<file path="src/rtl/app_mul_pipe.sv">
// Three-stage pipelined Mitchell logarithmic approximate multiplier with valid/ready handshake.
// Define APP_MUL_CORRECTION_EN to add the fraction error-correction constant in stage 2.
module app_mul_pipe #(
  parameter int WIDTH     = 16,
  parameter int TAG_WIDTH = 6
) (
  input  logic                   clk,
  input  logic                   reset,
  input  logic                   in_valid,
  output logic                   in_ready,
  input  logic                   in_signed,
  input  logic [WIDTH-1:0]       in_a,
  input  logic [WIDTH-1:0]       in_b,
  input  logic [TAG_WIDTH-1:0]   in_tag,
  output logic                   out_valid,
  input  logic                   out_ready,
  output logic [2*WIDTH-1:0]     out_product,
  output logic [TAG_WIDTH-1:0]   out_tag
);

  localparam int F  = WIDTH - 1;
  localparam int KW = $clog2(WIDTH);
  localparam int EW = $clog2(2 * WIDTH);
  localparam int PW = 2 * WIDTH + F;

  function automatic logic [KW-1:0] lead_one(input logic [WIDTH-1:0] x);
    lead_one = '0;
    for (int i = 0; i < WIDTH; i++)
      if (x[i]) lead_one = KW'(i);
  endfunction

  // Shift the leading one up to the MSB; the bits beneath it form the fraction.
  function automatic logic [F-1:0] frac_of(input logic [WIDTH-1:0] x, input logic [KW-1:0] k);
    frac_of = F'(x << (KW'(F) - k));
  endfunction

  logic adv;
  assign adv      = !out_valid || out_ready;
  assign in_ready = adv;

  // Stage 1 combinational
  logic [WIDTH-1:0] mag_a, mag_b;
  logic             neg0, zero0;

  always_comb begin
    mag_a = (in_signed && in_a[WIDTH-1]) ? -in_a : in_a;
    mag_b = (in_signed && in_b[WIDTH-1]) ? -in_b : in_b;
    neg0  = in_signed && (in_a[WIDTH-1] ^ in_b[WIDTH-1]);
    zero0 = (mag_a == '0) || (mag_b == '0);
  end

  logic                 v1, neg1, zero1;
  logic [KW-1:0]        k_a1, k_b1;
  logic [F-1:0]         f_a1, f_b1;
  logic [TAG_WIDTH-1:0] tag1;

  // Stage 2 combinational
  logic [F:0]    s_sum;
  logic          carry;
  logic [F-1:0]  frac;
  logic [EW-1:0] e_next;

`ifdef APP_MUL_CORRECTION_EN
  localparam logic [F-1:0] CORR_C0 = F'((64'd5 << F) >> 6);
  localparam logic [F-1:0] CORR_C1 = F'((64'd5 << F) >> 7);
  logic [F:0] corr_sum;
`endif

  always_comb begin
    s_sum  = {1'b0, f_a1} + {1'b0, f_b1};
    carry  = s_sum[F];
    e_next = EW'(k_a1) + EW'(k_b1) + EW'(carry);
`ifdef APP_MUL_CORRECTION_EN
    corr_sum = {1'b0, s_sum[F-1:0]} + {1'b0, (carry ? CORR_C1 : CORR_C0)};
    frac     = corr_sum[F] ? '1 : corr_sum[F-1:0];
`else
    frac     = s_sum[F-1:0];
`endif
  end

  logic                 v2, neg2, zero2;
  logic [F:0]           m2;
  logic [EW-1:0]        e2;
  logic [TAG_WIDTH-1:0] tag2;

  // Stage 3 combinational
  logic [PW-1:0]      wide;
  logic [2*WIDTH-1:0] mag_p, prod;

  always_comb begin
    wide  = PW'(m2) << e2;
    mag_p = (2*WIDTH)'(wide >> F);
    if (zero2)     prod = '0;
    else if (neg2) prod = -mag_p;
    else           prod = mag_p;
  end

  always_ff @(posedge clk) begin
    if (reset) begin
      v1          <= 1'b0;
      v2          <= 1'b0;
      out_valid   <= 1'b0;
      out_product <= '0;
      out_tag     <= '0;
    end else if (adv) begin
      v1    <= in_valid;
      k_a1  <= lead_one(mag_a);
      k_b1  <= lead_one(mag_b);
      f_a1  <= frac_of(mag_a, lead_one(mag_a));
      f_b1  <= frac_of(mag_b, lead_one(mag_b));
      neg1  <= neg0;
      zero1 <= zero0;
      tag1  <= in_tag;

      v2    <= v1;
      m2    <= {1'b1, frac};
      e2    <= e_next;
      neg2  <= neg1;
      zero2 <= zero1;
      tag2  <= tag1;

      out_valid <= v2;
      if (v2) begin
        out_product <= prod;
        out_tag     <= tag2;
      end
    end
  end

endmodule

</file>
<file path="config.mk">
export PLATFORM = sky130hd
export DESIGN_NAME = app_mul_pipe
export DESIGN_NICKNAME = d
export VERILOG_FILES = /design/src/rtl/app_mul_pipe.sv
export SDC_FILE = /design/constraint.sdc
export NUM_CORES = 1
export LEC_CHECK = 0
export ABC_CLOCK_PERIOD_IN_PS = 15100
export BUFFER_PORTS_ARGS = -buffer_cell sky130_fd_sc_hd__buf_2
export CAP_MARGIN = 10
export CORE_MARGIN = 1
export CORE_UTILIZATION = 43
export DETAILED_ROUTE_END_ITERATION = 10
export HOLD_SLACK_MARGIN = 0.1
export SLEW_MARGIN = 20
export SYNTH_ARGS = -nofsm -noshare
export SYNTH_HDL_FRONTEND = slang
export SYNTH_SLANG_ARGS = --single-unit
</file>
<file path="constraint.sdc">
create_clock -name clk -period 15.1 [get_ports clk]
set_clock_uncertainty 0.1 [all_clocks]
set_input_delay 2.265 -clock clk [delete_from_list [all_inputs] [get_ports clk]]
set_output_delay 2.265 -clock clk [all_outputs]
set_load 0.005 [all_outputs]
</file>
### After elaboration in Yosys (flattened, before gate mapping)

Cells that the tools add are included.

| word-level totals | value |
|---|---|
| register bits | 115 |
| latch bits | 0 |
| RAM bits | 0 |
| memory bits (read-only) | 0 |
| input port bits | 43 |
| output and inout port bits | 40 |
| word-level logic and storage cells | 78 |
| memories kept | 0 |

| cells by class | value |
|---|---|
| add/sub/neg operators | 8 |
| $mul | 0 |
| div/mod/pow operators | 0 |
| magnitude comparators | 0 |
| equal/unequal tests | 0 |
| shifts and indexed selects | 3 |
| mux-type cells | 38 |
| bitwise operators | 2 |
| reductions and logical operators | 10 |

Operators by type and width:

| operator | number |
|---|---|
| 2-to-1 mux 4 bit | 32 |
| 2-to-1 mux 32 bit | 2 |
| << shifter 16 x 5 -> 47 bit | 1 |
| zero test 16 bit | 2 |
| 2-to-1 mux 16 bit | 2 |
| negation 16 bit | 2 |
| negation 32 bit | 1 |
| << shifter 16 x 4 -> 15 bit | 2 |
| adder 15 x 15 -> 16 bit | 1 |
| subtractor 4 bit (first input constant) | 2 |
| adder 4 x 4 -> 5 bit | 1 |
| adder 5 x 1 -> 5 bit | 1 |
| AND reduction 2 bit | 2 |
| logical AND 1 bit | 3 |
| logical OR 1 bit | 2 |
| 2-to-1 mux 1 bit | 2 |
| zero test 1 bit | 1 |
| inverter 1 bit | 1 |
| XOR 1 bit | 1 |

### Depth between registers and ports, before layout

Gate-level depths: netlist of run 1.

| depth | value |
|---|---|
| word-level depth | 21 |
| depth in mapped cells | 16 |
| gate-level depth less buffers | 14 |

### Least setup slack after synthesis of run 1

Ideal clock, no wire load.

| path | value |
|---|---|
| path type | input port to flip-flop |
| start point | in out_ready |
| end point | reg e2[0] (enable) |
| setup time | 0.515 ns |
| arrival | 5.935 ns |
| required time | 14.485 ns |
| setup slack | 8.550 ns |
| stages | 3 |
| buffers on the path | 1 |
| path through | nand2b_1 > clkbuf_1 > nor2b_1 |

| on the way | value |
|---|---|
| longest elaborated chain between the ends | 2 |

Ends and longest elaborated chain:

| item | line | text |
|---|---|---|
| from (decl) | 16 | `input logic out_ready,` |
| logical OR 1 bit | 38 | `assign adv = !out_valid \|\| out_ready;` |
| named net in_ready | 10 | `output logic in_ready,` |
| AND reduction 2 bit (no source line) | - |  |
| to (signal assigned) | 117 | `e2 <= e_next;` |
| to (decl) | 83 | `logic [EW-1:0] e2;` |

The timed path passes the listed nets, and every way through them passes these cells.
A chain may end at the register's enable or synchronous reset.

### Worst setup path after layout of run 1

| path | value |
|---|---|
| start point | in in_a[0] |
| end point | reg f_a1[14], data pin |

| on the way | value |
|---|---|
| longest elaborated chain between the ends | 21 |

Ends and longest elaborated chain:

| item | line | text |
|---|---|---|
| from (decl) | 12 | `input logic [WIDTH-1:0] in_a,` |
| negation 16 bit | 46 | `mag_a = (in_signed && in_a[WIDTH-1]) ? -in_a : in_a;` |
| 2-to-1 mux 16 bit (*) | 46 |  |
| 2-to-1 mux 1 bit | 29 | `if (x[i]) lead_one = KW'(i);` |
| 2-to-1 mux 4 bit (14 in a row) | 29 |  |
| 2-to-1 mux 4 bit | 105 | `end else if (adv) begin` |
| 2-to-1 mux 4 bit | 99 | `if (reset) begin` |
| subtractor 4 bit | 34 | `frac_of = F'(x << (KW'(F) - k));` |
| << shifter 16 x 4 -> 15 bit (*) | 34 |  |
| to (signal assigned) | 109 | `f_a1 <= frac_of(mag_a, lead_one(mag_a));` |
| to (decl) | 54 | `logic [F-1:0] f_a1, f_b1;` |

Mark *: on every way between the ends. The rest lies on a longest branch, timed or not. The select of a mux whose other input is x is not followed.

==> results_tabular.tex, run 1 <==
\begin{tabular}{lr}
\hline
Metric & Value \\
\hline
\multicolumn{2}{l}{\textbf{Run status}} \\
Status & completed \\
\multicolumn{2}{l}{\textbf{Critical path}} \\
CP arrival & $\sim$6 ns \\
Type of element capturing the critical path & register \\
Setup slack of the most critical reg-to-reg path & around 11 ns \\
Cell-by-cell listing of the critical path & buf\_2 > inv\_1 > ha\_1 > nor3b\_1 > nand4\_1 > or2\_2 > o311ai\_0 > o211a\_1 > inv\_2 > and3\_1 > a311oi\_1 > a211oi\_1 \\
Slowest cell on the critical path & a311oi\_1 \\
CP Buf/Inv Count & 3 \\
Worst setup startpoint & in\_a[0] \\
CP Launch Type & input pin \\
Req. time, crit path & about 15 ns \\
Cell count along the critical path & 12 \\
Largest fanout on the critical path & 17 \\
Worst Setup Path Type & in2reg \\
Kind of cell adding the most delay to the critical path & compound AO/OA/AOI/OAI gates \\
Reg-to-reg startpoint & e2[3] \\
Cells on worst reg2reg path & 10 \\
Delay contributed by the slowest stage of the critical path & 0.62 ns \\
\multicolumn{2}{l}{\textbf{Synthesis}} \\
Synth async-reset ratio & 0\% \\
Ys Warns & 0 \\
Post-Syn Nets & around 1100 \\
Post-synth EDFFs & 74 \\
Post-synth cell types & between 80 and 90 \\
Synthesized instance count & just over 1000 \\
Mapped Area & between 9000 and 10000 um\^{}2 \\
Seq cells post-synth & between 100 and 150 \\
Share of synthesized area occupied by flip-flops and latches & between 30\% and 40\% \\
Average cell area after synthesis & between 8 and 9 um\^{}2 \\
Main flop type after synthesis & edfxtp\_1 \\
\multicolumn{2}{l}{\textbf{Floorplanning}} \\
Area of the die & about 22000 um\^{}2 \\
Number of placement rows & 53 \\
Number of placed I/O pins & slightly above 80 \\
Initial core utilization & about 44\% \\
Height of the chip & around 150 um \\
Die width & between 100 and 150 um \\
Core Area & roughly 21000 um\^{}2 \\
\multicolumn{2}{l}{\textbf{Global route}} \\
Total global-route track usage & 21.77\% \\
Wire length of the first global-routing pass & 38220 um \\
Maximum number of pins on one net before global-route repair & between 70 and 80 \\
Vias in the first global route & roughly 7200 \\
Overflow after GRT & 0 \\
Number of antenna violations at the first check in global routing & 0 \\
\multicolumn{2}{l}{\textbf{STA}} \\
Slew Viols, Final & 0 \\
Maximum frequency from static timing analysis & between 0.15 and 0.2 GHz \\
Final worst-path cycle share & 39.44\% \\
Hold\_ws & approximately 0.32 ns \\
Worst max-slew margin expressed relative to the limit & about two fifths \\
Total Negative Setup Slacks & 0 ns \\
Hold Violations, Final & 0 \\
Final Setup Violations & 0 \\
Slew of the pin with the lowest slew margin & slightly above 0.9 ns \\
Unrepaired setup endpoints after global routing & false \\
Fin crit period & approximately 6.0 ns \\
\multicolumn{2}{l}{\textbf{CTS}} \\
Number of sinks on the clock net & about 120 \\
Clock root buffer & clkbuf\_16 \\
CTS-repair resized insts & 0 \\
Clock insertion delay at the later pin of the skew report & roughly 0.43 ns \\
TritonCTS buffer count & 17 \\
CTS tree & built \\
Buffer depth of the longest clock path & 2 \\
CTS Hold Buffers Added & 0 \\
Number of levels the H-tree was split into & 4 \\
Clock-pin slew on the worst setup and hold paths & about 0.07 ns \\
Post-CTS setup repair buffer count & 0 \\
\multicolumn{2}{l}{\textbf{Power}} \\
Leakage component of the power & around 4 nW \\
IR Drop Worst-Case VDD & 0.00006474 V \\
Power density over cell area & approximately 130 nW/um\^{}2 \\
\multicolumn{2}{l}{\textbf{Route}} \\
Number of remaining DRC errors & 0 \\
Via count & a little over 8000 \\
DR vias/cell & between 5 and 6 \\
Remaining number of nets flagged by the antenna check after routing & 0 \\
Detailed-routing iteration count for the pre-antenna-repair pass & 7 \\
Total wire length after detailed routing & between 20000 and 25000 um \\
Drt initial violations & around 700 \\
Routed wirelength normalized by instance count & 17.22 um \\
\multicolumn{2}{l}{\textbf{Hold path}} \\
Hold Crit Class & reg2reg \\
Hold Path Cell Cnt & 0 \\
Hold Crit Start & tag1[1] \\
\multicolumn{2}{l}{\textbf{Run}} \\
\# Max-Cap Violations & 0 \\
\multicolumn{2}{l}{\textbf{Placed design}} \\
Total half-perimeter wirelength after legalization and detailed placement & roughly 18000 um \\
Routability congestion estimate & around 0.95 \\
Count of input and output buffers & 82 \\
\multicolumn{2}{l}{\textbf{Final layout}} \\
Fraction of final layout cells with drive strength greater than 1 & between 10\% and 20\% \\
Area taken by multi-input logic gates & just under 6000 um\^{}2 \\
Fillers & 1996 \\
Sequential Area & $\sim$3000 um\^{}2 \\
Area added between synthesis and finish & 12.69\% \\
Final \#Nets & around 1100 \\
Number of antenna diodes & 0 \\
\hline
\end{tabular}
final cells by class:
class	instances	share of cell area (%)
clock buffer	17	4.095
clock inverter	15	1.698
inverter	36	1.301
multi-input combinational	816	55.78
sequential	115	29.29
tap	275	3.312
timing repair buffer	90	4.528
cell usage after synthesis (6+ instances only):
cell type,n,area (um^2)
a211o_1,7,61.31
a211oi_1,25,187.7
a21boi_0,6,45.04
a21o_1,10,75.07
a21oi_1,46,230.2
a22oi_1,12,90.09
a31oi_1,11,68.82
and2_1,15,93.84
and3_1,9,56.30
buf_2,11,55.05
clkbuf_1,46,172.7
dfxtp_1,41,820.8
edfxtp_1,74,2222
ha_1,21,262.8
inv_1,30,112.6
mux2_2,10,112.6
mux2i_1,46,460.4
mux4_2,17,382.9
nand2_1,96,360.4
nand2b_1,12,75.07
nand3_1,19,95.09
nand3b_1,7,52.55
nand4_1,10,62.56
nor2_1,69,259.0
nor2b_1,12,75.07
nor3_1,46,230.2
o211ai_1,14,105.1
o21ai_0,51,255.2
o21ai_1,16,80.08
o31ai_1,17,127.6
or2_2,10,62.56
or3_1,13,81.33
xnor2_1,42,367.9
xor2_1,23,201.4
routing by layer:
| metal | GRT usage (%) | vias to the layer above | wire [um] |
|---|---|---|---|
| met4 | 6.495 | 0 | 417 |
| met5 | 0 | - | 0 |
| met2 | 35.00 | 240 | 11180 |
| met3 | 3.436 | 37 | 1016 |
| li1 | - | 4028 | - |
| met1 | 30.02 | 3825 | 10880 |
layout by cell type, fill, tap and decap left out, types with 6 or more instances in the layout:
cell,n
nand3b_1,7
mux2_2,10
xor2_1,23
mux4_2,17
or2_2,10
edfxtp_1,74
a21o_1,10
clkbuf_16,17
nand4_1,10
a211oi_1,25
ha_1,21
o21ai_0,51
inv_1,30
a21oi_1,46
a31oi_1,11
or3_1,13
buf_4,8
o211ai_1,14
o21ai_1,16
inv_6,7
mux2i_1,46
nor2_1,69
xnor2_1,42
a21boi_0,6
nand2b_1,12
nor3_1,46
and3_1,9
dfxtp_1,41
buf_2,82
a22oi_1,12
a211o_1,7
nand3_1,19
and2_1,15
nand2_1,96
nor2b_1,11
o31ai_1,17
power by group:
group	switching (W)	total, W	internal [W]
clock	0.000178	0.000401	0.000223
sequential	0.0000319	0.000417	0.000385
combinational	0.000325	0.000552	0.000226
worst paths after layout:
path,to
min,tag2[1]
max reg2reg,out_product[14]
max,f_a1[14]
min reg2reg,tag2[1]
flip-flops by register name, summed over array words and instances (netlist names):
signal	cells
v2	1
f_a1	15
f_b1	15
m2	15
tag1	6
zero2	1
neg2	1
zero1	1
k_b1	4
v1	1
neg1	1
tag2	6
e2	5
out_tag	6
k_a1	4
out_valid	1
out_product	32
cell families (layout without fill, tap and decap cells):
group | after synthesis | after routing | synth area share, %
AND/OR/NAND/NOR | 352 | 352 | 19.38
AO/OA/AOI/OAI | 297 | 297 | 22.65
flip-flops | 115 | 115 | 33.01
buffers and inverters | 97 | 158 | 4.221
multiplexers | 78 | 78 | 11.06
XOR/XNOR | 65 | 65 | 6.175
adder cells (fa/ha/maj) | 24 | 24 | 3.502
through the flow:
| stage | setup slack [ns] | instances | utilization (%) | instance area (um^2) | power (W) |
|---|---|---|---|---|---|
| final | 9.145 | 1364 | 49.42 | 10390 | 0.001370 |
| after global routing | 8.742 | 1364 | 49.42 | 10390 | 0.001447 |
| after CTS | 9.217 | 1364 | 49.42 | 10390 | 0.001375 |
| after detailed placement | 8.796 | 1332 | 46.56 | 9787 | 0.0009685 |
| after global placement | 8.797 | 1332 | 46.56 | 9787 | 0.0009650 |
| after floorplan | 8.550 | 1028 | - | 9219 | 0.0008368 |
Note: power is estimated with default switching activity, not from simulation.
==> run 2: changes to the inputs <==
Settings changed: ABC_CLOCK_PERIOD_IN_PS 15100 to 5900.
Clock period 15.1 ns to 5.9 ns, I/O delays scaled along.
==> results_tabular.tex, run 2 (synthesis gave the netlist of run 1 again) <==
\begin{tabular}{lr}
\hline
Metric & Value \\
\hline
\multicolumn{2}{l}{\textbf{Run status}} \\
Status & completed (unchanged) \\
\multicolumn{2}{l}{\textbf{Route}} \\
Drt initial violations & 616 (was 686) \\
DR vias/cell & 5.900 (was 5.960) \\
Number of remaining DRC errors & 0 (unchanged) \\
Routed wirelength normalized by instance count & 17.18 um (was 17.22 um) \\
Detailed-routing iteration count for the pre-antenna-repair pass & 6 (was 7) \\
Remaining number of nets flagged by the antenna check after routing & 0 (unchanged) \\
Via count & 8083 (was 8130) \\
Total wire length after detailed routing & 23530 um (was 23490 um) \\
\multicolumn{2}{l}{\textbf{Final layout}} \\
Sequential Area & 3043 um\^{}2 (unchanged) \\
Top library cells by usage in the layout, fill and taps aside & nand2\_1, buf\_2, edfxtp\_1 (unchanged) \\
Register name with the most flops & out\_product (unchanged) \\
Area added between synthesis and finish & 13.18\% (was 12.69\%) \\
Number of flip-flops in the largest register & 32 (unchanged) \\
Most frequent standard cell in the layout excluding fill and tap cells & nand2\_1 (unchanged) \\
Fillers & 1958 (was 1996) \\
Area taken by multi-input logic gates & 5794 um\^{}2 (unchanged) \\
Fraction of final layout cells with drive strength greater than 1 & 17.35\% (was 16.90\%) \\
Final Cell Area & 10430 um\^{}2 (was 10390 um\^{}2) \\
Final \#Nets & 1149 (was 1143) \\
Number of antenna diodes & 0 (unchanged) \\
\multicolumn{2}{l}{\textbf{STA}} \\
Maximum frequency from static timing analysis & between 0.2 and 0.25 GHz \\
Slew Viols, Final & 0 (unchanged) \\
Fin crit period & about 4.8 ns \\
Slew of the pin with the lowest slew margin & 1.038 ns (was 0.9171 ns) \\
Total Negative Setup Slacks & 0 ns (unchanged) \\
Final Setup Violations & 0 (unchanged) \\
Worst max-slew margin expressed relative to the limit & 30.80\% (was 38.86\%) \\
Final worst-path cycle share & 81.15\% \\
Hold Violations, Final & 0 (unchanged) \\
Unrepaired setup endpoints after global routing & false (unchanged) \\
\multicolumn{2}{l}{\textbf{Floorplanning}} \\
Number of placement rows & 53 (unchanged) \\
Core Area & 21020 um\^{}2 (unchanged) \\
Die width & 148.4 um (unchanged) \\
Area of the die & 22030 um\^{}2 (unchanged) \\
Number of placed I/O pins & 83 (unchanged) \\
Initial core utilization & 43.85\% (unchanged) \\
Height of the chip & 148.4 um (unchanged) \\
\multicolumn{2}{l}{\textbf{Placed design}} \\
Total half-perimeter wirelength after legalization and detailed placement & 17690 um (was 17510 um) \\
Count of input and output buffers & 82 (unchanged) \\
Post-Place Cell Area & 9832 um\^{}2 (was 9787 um\^{}2) \\
Routability congestion estimate & 0.8912 (was 0.9523) \\
\multicolumn{2}{l}{\textbf{Power}} \\
Sw Ratio & 39.21\% (was 39.05\%) \\
Power density over cell area & 338.4 nW/um\^{}2 (was 131.9 nW/um\^{}2) \\
Gate power share & 39.8\% (was 40.3\%) \\
Leakage component of the power & 3.997 nW (was 3.964 nW) \\
Final total power & 0.003531 W (was 0.001370 W) \\
Share of total power in sequential cells & 30.9\% (was 30.5\%) \\
Switching component of the power & 0.001384 W (was 0.0005351 W) \\
Power Internal & 0.002147 W (was 0.0008350 W) \\
IR Drop Worst-Case VDD & 0.0001439 V (was 0.00006474 V) \\
Share of power burned in the clock network & 29.3\% (about the same) \\
\multicolumn{2}{l}{\textbf{CTS}} \\
Clock root buffer & clkbuf\_16 (unchanged) \\
CTS tree & built (unchanged) \\
Number of sinks on the clock net & 115 (unchanged) \\
Buffer depth of the longest clock path & 2 (unchanged) \\
Clock-pin slew on the worst setup and hold paths & 0.07 ns (about the same) \\
Post-CTS setup repair buffer count & 0 (unchanged) \\
CTS-repair resized insts & 0 (unchanged) \\
CTS Hold Buffers Added & 0 (unchanged) \\
Clock insertion delay at the later pin of the skew report & 0.43 ns (about the same) \\
Number of levels the H-tree was split into & 4 (unchanged) \\
TritonCTS buffer count & 17 (unchanged) \\
\multicolumn{2}{l}{\textbf{Run}} \\
\# Max-Cap Violations & 0 (unchanged) \\
\multicolumn{2}{l}{\textbf{Critical path}} \\
Reg-to-Reg End & out\_product[30] (was out\_product[14]) \\
Worst Setup Path Type & reg2reg (was in2reg) \\
CP Buf/Inv Count & 1 (was 3) \\
CP arrival & 4.98 ns (was 6.00 ns) \\
Type of element capturing the critical path & register (unchanged) \\
Setup slack of the most critical reg-to-reg path & 1.11 ns (was 10.52 ns) \\
Reg-to-reg startpoint & e2[1] (was e2[3]) \\
Cell count along the critical path & 12 (unchanged) \\
Kind of cell adding the most delay to the critical path & simple AND/OR/NAND/NOR gates (was compound AO/OA/AOI/OAI gates) \\
Cell-by-cell listing of the critical path & buf\_4 > mux4\_2 > mux2i\_1 > mux2i\_1 > a22oi\_1 > ha\_1 > o311ai\_1 > or3\_1 > or4\_1 > o31ai\_1 > xor2\_1 > o21ai\_1 (was buf\_2 > inv\_1 > ha\_1 > nor3b\_1 > nand4\_1 > or2\_2 > o311ai\_0 > o211a\_1 > inv\_2 > and3\_1 > a311oi\_1 > a211oi\_1) \\
Slowest cell on the critical path & edfxtp\_1 (was a311oi\_1) \\
Most Frequent Cell on Critical Path & mux2i\_1 \\
CP Launch Type & register (was input pin) \\
Largest fanout on the critical path & 27 (was 17) \\
Cells on worst reg2reg path & 12 (was 10) \\
Delay contributed by the slowest stage of the critical path & 1.04 ns (was 0.62 ns) \\
Req. time, crit path & 6.09 ns (was 15.14 ns) \\
\multicolumn{2}{l}{\textbf{Global route}} \\
Total global-route track usage & 21.90\% (was 21.77\%) \\
Number of antenna violations at the first check in global routing & 0 (unchanged) \\
Overflow after GRT & 0 (unchanged) \\
Vias in the first global route & 7276 (was 7211) \\
Wire length of the first global-routing pass & 38230 um (was 38220 um) \\
Maximum number of pins on one net before global-route repair & 75 (unchanged) \\
\multicolumn{2}{l}{\textbf{Hold path}} \\
Hold Crit Start & tag1[2] (was tag1[1]) \\
Hold Path Cell Cnt & 0 (unchanged) \\
End point of the worst hold path & tag2[2] (was tag2[1]) \\
Hold Crit Class & reg2reg (unchanged) \\
\hline
\end{tabular}
-- run 2: cell types whose count changed in the layout (fill, tap and decap cells not counted), sizes merged --
cell	delta
buf	+6
clkinv	-1
inv	+1
-- run 2: worst register-to-register path, cell delays in order, from the launching register on --
cell and delay, ns:
edfxtp_1 1.04, buf_4 0.40, mux4_2 0.37, mux2i_1 0.19, mux2i_1 0.15, a22oi_1 0.29, ha_1 0.22, o311ai_1 0.11
or3_1 0.46, or4_1 0.68, o31ai_1 0.34, xor2_1 0.23, o21ai_1 0.08
-- run 2: worst max path at each step --
stage,from,end,slack (ns)
floorplan,out_ready,e2[0],0.73
global placement,in_a[0],f_a1[10],0.98
detailed placement,in_a[0],f_a1[10],0.97
CTS,e2[1],out_product[30],1.12
global route,e2[1],out_product[30],0.75
finish,e2[1],out_product[30],1.11
-- run 2: power groups by stage --
stage / combinational, W / sequential (W) / clock [W]
after CTS: 0.00139 / 0.00109 / 0.00105
after floorplan: 0.00109 / 0.00105 / 0
after detailed placement: 0.00138 / 0.00111 / 0
after global routing: 0.00154 / 0.00111 / 0.00109
after global placement: 0.00138 / 0.00111 / 0
final: 0.00141 / 0.00109 / 0.00103
-- run 2: per-stage QoR --
step	hold WS [ns]	utilization [%]	std cells	worst slack (ns)
finish	0.3202	49.63	1370	1.112
global route	0.3279	49.63	1370	0.7510
CTS	0.3234	49.63	1370	1.123
detailed placement	0.3061	46.77	1338	0.9719
global placement	0.3016	46.77	1338	0.9807
floorplan	0.3003	-	1028	0.7298
-- run 2: per-layer routing --
layer / vias up / GRT usage (%) / share of wire [%]
met5: - / 0 / 0
met4: 0 / 8.247 / 2.3
met3: 34 / 2.515 / 3.6
met2: 217 / 35.82 / 48
met1: 3813 / 29.66 / 46
li1: 4019 / - / -
-- run 2: cell type report --
class | instances | share of cell area, %
repair buffers | 96 | 4.941
well taps | 275 | 3.298
multi-input cells | 816 | 55.53
flip-flops and latches | 115 | 29.16
clock buffers | 17 | 4.077
clock inverters | 15 | 1.691
inverters | 36 | 1.295
==> run 3: changes to the inputs <==
Settings changed: ABC_AREA from default to 1, ABC_CLOCK_PERIOD_IN_PS 5900 to 4650.
Clock period 5.9 ns to 4.65 ns, I/O delays scaled along.
==> results_tabular.tex, run 3 <==
\begin{tabular}{lr}
\hline
Metric & Value \\
\hline
\multicolumn{2}{l}{\textbf{CTS}} \\
TritonCTS buffer count & 17 (unchanged) \\
Post-CTS setup repair buffer count & 0 (unchanged) \\
CTS Hold Buffers Added & 0 (unchanged) \\
Number of levels the H-tree was split into & 4 (unchanged) \\
Buffer depth of the longest clock path & 2 (unchanged) \\
Clock-pin slew on the worst setup and hold paths & 0.06 ns (was 0.07 ns) \\
Number of sinks on the clock net & 115 (unchanged) \\
CTS tree & built (unchanged) \\
Clock root buffer & clkbuf\_16 (unchanged) \\
CTS-repair resized insts & 0 (unchanged) \\
Clock insertion delay at the later pin of the skew report & 0.41 ns (was 0.43 ns) \\
\multicolumn{2}{l}{\textbf{Placed design}} \\
Count of input and output buffers & 82 (unchanged) \\
Routability congestion estimate & 0.9016 (was 0.8912) \\
Cell total after placement & 1634 (was 1338) \\
Total half-perimeter wirelength after legalization and detailed placement & 17650 um (was 17690 um) \\
\multicolumn{2}{l}{\textbf{Final layout}} \\
Number of antenna diodes & 0 (unchanged) \\
Register name with the most flops & out\_product (unchanged) \\
Final \#Nets & 1445 (was 1149) \\
Most frequent standard cell in the layout excluding fill and tap cells & nand2\_1 (unchanged) \\
Number of flip-flops in the largest register & 32 (unchanged) \\
Area added between synthesis and finish & 11.67\% (was 13.18\%) \\
Non-filler cells in the finished layout & 1666 (was 1370) \\
Fraction of final layout cells with drive strength greater than 1 & 17.61\% (was 17.35\%) \\
Top library cells by usage in the layout, fill and taps aside & nand2\_1, nand3\_1, inv\_1 (was nand2\_1, buf\_2, edfxtp\_1) \\
\multicolumn{2}{l}{\textbf{Synthesis}} \\
Main flop type after synthesis & edfxtp\_1 (unchanged) \\
Basic-gate share of the synthesized area counting and, or, nand and nor cells & 42.17\% (was 19.38\%) \\
Seq cells post-synth & 115 (unchanged) \\
Synthesized-area fraction occupied by ao, oa, aoi and oai cells & 8.964\% (was 22.65\%) \\
Portion of netlist area occupied by mux cells & 0\% (was 11.06\%) \\
Ranking of synthesized cells by instance count & nand2\_1, nand3\_1, inv\_1, nor2\_1, edfxtp\_1 (was nand2\_1, edfxtp\_1, nor2\_1, o21ai\_0) \\
Post-synth cell types & 56 (was 89) \\
Synth async-reset ratio & 0\% (unchanged) \\
Mapped Area & 9199 um\^{}2 (was 9219 um\^{}2) \\
Ys Warns & 0 (unchanged) \\
Share of synthesized area occupied by flip-flops and latches & 33.08\% (was 33.01\%) \\
Post-Synth XOR/XNOR Area & 3.931\% (was 6.175\%) \\
Top cells by area, synth & edfxtp\_1, nand2\_1, nand3\_1, dfxtp\_1, inv\_1 (was edfxtp\_1, dfxtp\_1, mux2i\_1, mux4\_2, xnor2\_1) \\
Average cell area after synthesis & 6.979 um\^{}2 (was 8.968 um\^{}2) \\
Most repeated cell in the gate-level netlist after synthesis & nand2\_1 (unchanged) \\
Synth Area in Adders & 3.509\% (was 3.502\%) \\
Dominant combinational cell family by area after synthesis & simple AND/OR/NAND/NOR gates (was compound AO/OA/AOI/OAI gates) \\
Synthesized instance count & 1318 (was 1028) \\
Fraction of post-synthesis cell area in the top cell type by area & 24.16\% (was 24.10\%) \\
Cell taking the most area after synthesis & edfxtp\_1 (unchanged) \\
Post-Syn Nets & 1385 (was 1095) \\
Post-synth EDFFs & 74 (unchanged) \\
\multicolumn{2}{l}{\textbf{Hold path}} \\
Hold Crit Start & tag1[4] (was tag1[2]) \\
Hold Crit Class & reg2reg (unchanged) \\
Hold Path Cell Cnt & 0 (unchanged) \\
End point of the worst hold path & tag2[4] (was tag2[2]) \\
\multicolumn{2}{l}{\textbf{Critical path}} \\
Reg-to-reg startpoint & e2[0] (was e2[1]) \\
Kind of cell adding the most delay to the critical path & simple AND/OR/NAND/NOR gates (unchanged) \\
Req. time, crit path & 4.88 ns (was 6.09 ns) \\
CP Launch Type & register (unchanged) \\
Delay contributed by the slowest stage of the critical path & 0.83 ns (was 1.04 ns) \\
CP arrival & 3.90 ns (was 4.98 ns) \\
Cell-by-cell listing of the critical path & inv\_2 > nand2\_1 > nand2\_2 > nand2\_1 > o21ai\_1 > nand2\_1 > o21ai\_2 > or2\_4 > a31oi\_4 > ha\_1 > nand3\_2 > nor2\_4 > inv\_1 > nor2\_2 > nand2\_1 > nand2\_1 > o21ai\_1 > nand3\_1 > nand3\_1 > a21oi\_1 (was buf\_4 > mux4\_2 > mux2i\_1 > mux2i\_1 > a22oi\_1 > ha\_1 > o311ai\_1 > or3\_1 > or4\_1 > o31ai\_1 > xor2\_1 > o21ai\_1) \\
Setup slack of the most critical reg-to-reg path & 0.98 ns (was 1.11 ns) \\
Worst Setup Path Type & reg2reg (unchanged) \\
CP Buf/Inv Count & 2 (was 1) \\
Most Frequent Cell on Critical Path & nand2\_1 (was mux2i\_1) \\
Reg-to-Reg End & out\_product[12] (was out\_product[30]) \\
Slowest cell on the critical path & edfxtp\_1 (unchanged) \\
Largest fanout on the critical path & 21 (was 27) \\
Cells on worst reg2reg path & 20 (was 12) \\
Cell count along the critical path & 20 (was 12) \\
Type of element capturing the critical path & register (unchanged) \\
\multicolumn{2}{l}{\textbf{STA}} \\
Slew of the pin with the lowest slew margin & 1.036 ns (was 1.038 ns) \\
Maximum frequency from static timing analysis & 0.2727 GHz (was 0.2089 GHz) \\
Worst max-slew margin expressed relative to the limit & 30.94\% (was 30.80\%) \\
Final Setup Violations & 0 (unchanged) \\
Total Negative Setup Slacks & 0 ns (unchanged) \\
Final worst-path cycle share & 78.85\% (was 81.15\%) \\
Slew Viols, Final & 0 (unchanged) \\
Hold Violations, Final & 0 (unchanged) \\
Hold\_ws & 0.3234 ns (was 0.3202 ns) \\
Unrepaired setup endpoints after global routing & false (unchanged) \\
Fin crit period & 3.667 ns (was 4.788 ns) \\
\multicolumn{2}{l}{\textbf{Global route}} \\
Total global-route track usage & 21.23\% (was 21.90\%) \\
Vias in the first global route & 7610 (was 7276) \\
Overflow after GRT & 0 (unchanged) \\
Wire length of the first global-routing pass & 37220 um (was 38230 um) \\
Maximum number of pins on one net before global-route repair & 75 (unchanged) \\
Number of antenna violations at the first check in global routing & 0 (unchanged) \\
\multicolumn{2}{l}{\textbf{Power}} \\
Switching component of the power & 0.001775 W (was 0.001384 W) \\
IR Drop Worst-Case VDD & 0.0001893 V (was 0.0001439 V) \\
Leakage component of the power & 4.772 nW (was 3.997 nW) \\
Power density over cell area & 420.2 nW/um\^{}2 (was 338.4 nW/um\^{}2) \\
Sw Ratio & 41.12\% (was 39.21\%) \\
Share of power burned in the clock network & 28.5\% (was 29.3\%) \\
Gate power share & 40.2\% (was 39.8\%) \\
Power Internal & 0.002542 W (was 0.002147 W) \\
Share of total power in sequential cells & 31.3\% (was 30.9\%) \\
\multicolumn{2}{l}{\textbf{Route}} \\
Via count & 8413 (was 8083) \\
Routed wirelength normalized by instance count & 13.60 um (was 17.18 um) \\
Detailed-routing iteration count for the pre-antenna-repair pass & 5 (was 6) \\
DR vias/cell & 5.050 (was 5.900) \\
Total wire length after detailed routing & 22650 um (was 23530 um) \\
Remaining number of nets flagged by the antenna check after routing & 0 (unchanged) \\
Drt initial violations & 603 (was 616) \\
Number of remaining DRC errors & 0 (unchanged) \\
\multicolumn{2}{l}{\textbf{Floorplanning}} \\
Height of the chip & 148.3 um (was 148.4 um) \\
Number of placement rows & 53 (unchanged) \\
Core Area & 21020 um\^{}2 (unchanged) \\
Area of the die & 21980 um\^{}2 (was 22030 um\^{}2) \\
Die width & 148.3 um (was 148.4 um) \\
Number of placed I/O pins & 83 (unchanged) \\
Initial core utilization & 43.76\% (was 43.85\%) \\
\multicolumn{2}{l}{\textbf{Run}} \\
\# Max-Cap Violations & 0 (unchanged) \\
\multicolumn{2}{l}{\textbf{Run status}} \\
Status & completed (unchanged) \\
\hline
\end{tabular}
==> run 3: per-layer routing <==
layer	routed length (um)	GRT usage [%]	vias up
met2	10950	36.20	199
met1	10630	28.11	3739
met3	834	3.282	20
li1	-	-	4455
met4	233	5.000	0
met5	0	0	-
==> run 3: kinds of logic (layout without fill, tap and decap cells) <==
logic type      after synthesis  count (layout)
compound gates              135             135
simple gates                838             838
fa+ha+maj                    24              24
xor+xnor                     37              37
buf+inv                     169             242
flops                       115             115
==> run 3: layout make-up <==
type,count,area [um^2]
Fill cell,2128,10750
Multi-Input combinational cell,1034,5398
Clock buffer,17,425.4
Inverter,119,447.9
Tap cell,275,344.1
Sequential cell,115,3043
Clock inverter,15,136.4
Timing Repair Buffer,91,478.0
==> run 3: per-stage QoR <==
| step | worst slack, ns | instance area, um^2 | power (W) | util [%] |
|---|---|---|---|---|
| final | 0.9834 | 10270 | 0.004317 | 48.87 |
| after global routing | 0.6691 | 10270 | 0.004635 | 48.87 |
| after CTS | 1.007 | 10270 | 0.004347 | 48.87 |
| after detailed placement | 0.9863 | 9711 | 0.003099 | 46.19 |
| after global placement | 0.9786 | 9711 | 0.003087 | 46.19 |
| after floorplan | 1.137 | 9201 | 0.002741 | - |
==> run 3: how the worst max path moves through the flow <==
stage / startpoint / end / slack, ns
finish: e2[0] / out_product[12] / 0.98
floorplan: reset / e2[0] / 1.14
detailed placement: in_a[0] / f_a1[12] / 0.99
CTS: e2[0] / out_product[16] / 1.01
global route: e2[0] / out_product[12] / 0.67
global placement: in_a[0] / f_a1[12] / 0.98
==> run 3: power groups by stage <==
stage	registers, W	logic (W)	clock network (W)
floorplan	0.00133	0.00141	0
global placement	0.00137	0.00171	0
detailed placement	0.00138	0.00172	0
CTS	0.00135	0.00173	0.00126
global route	0.00137	0.00196	0.00131
finish	0.00135	0.00173	0.00123
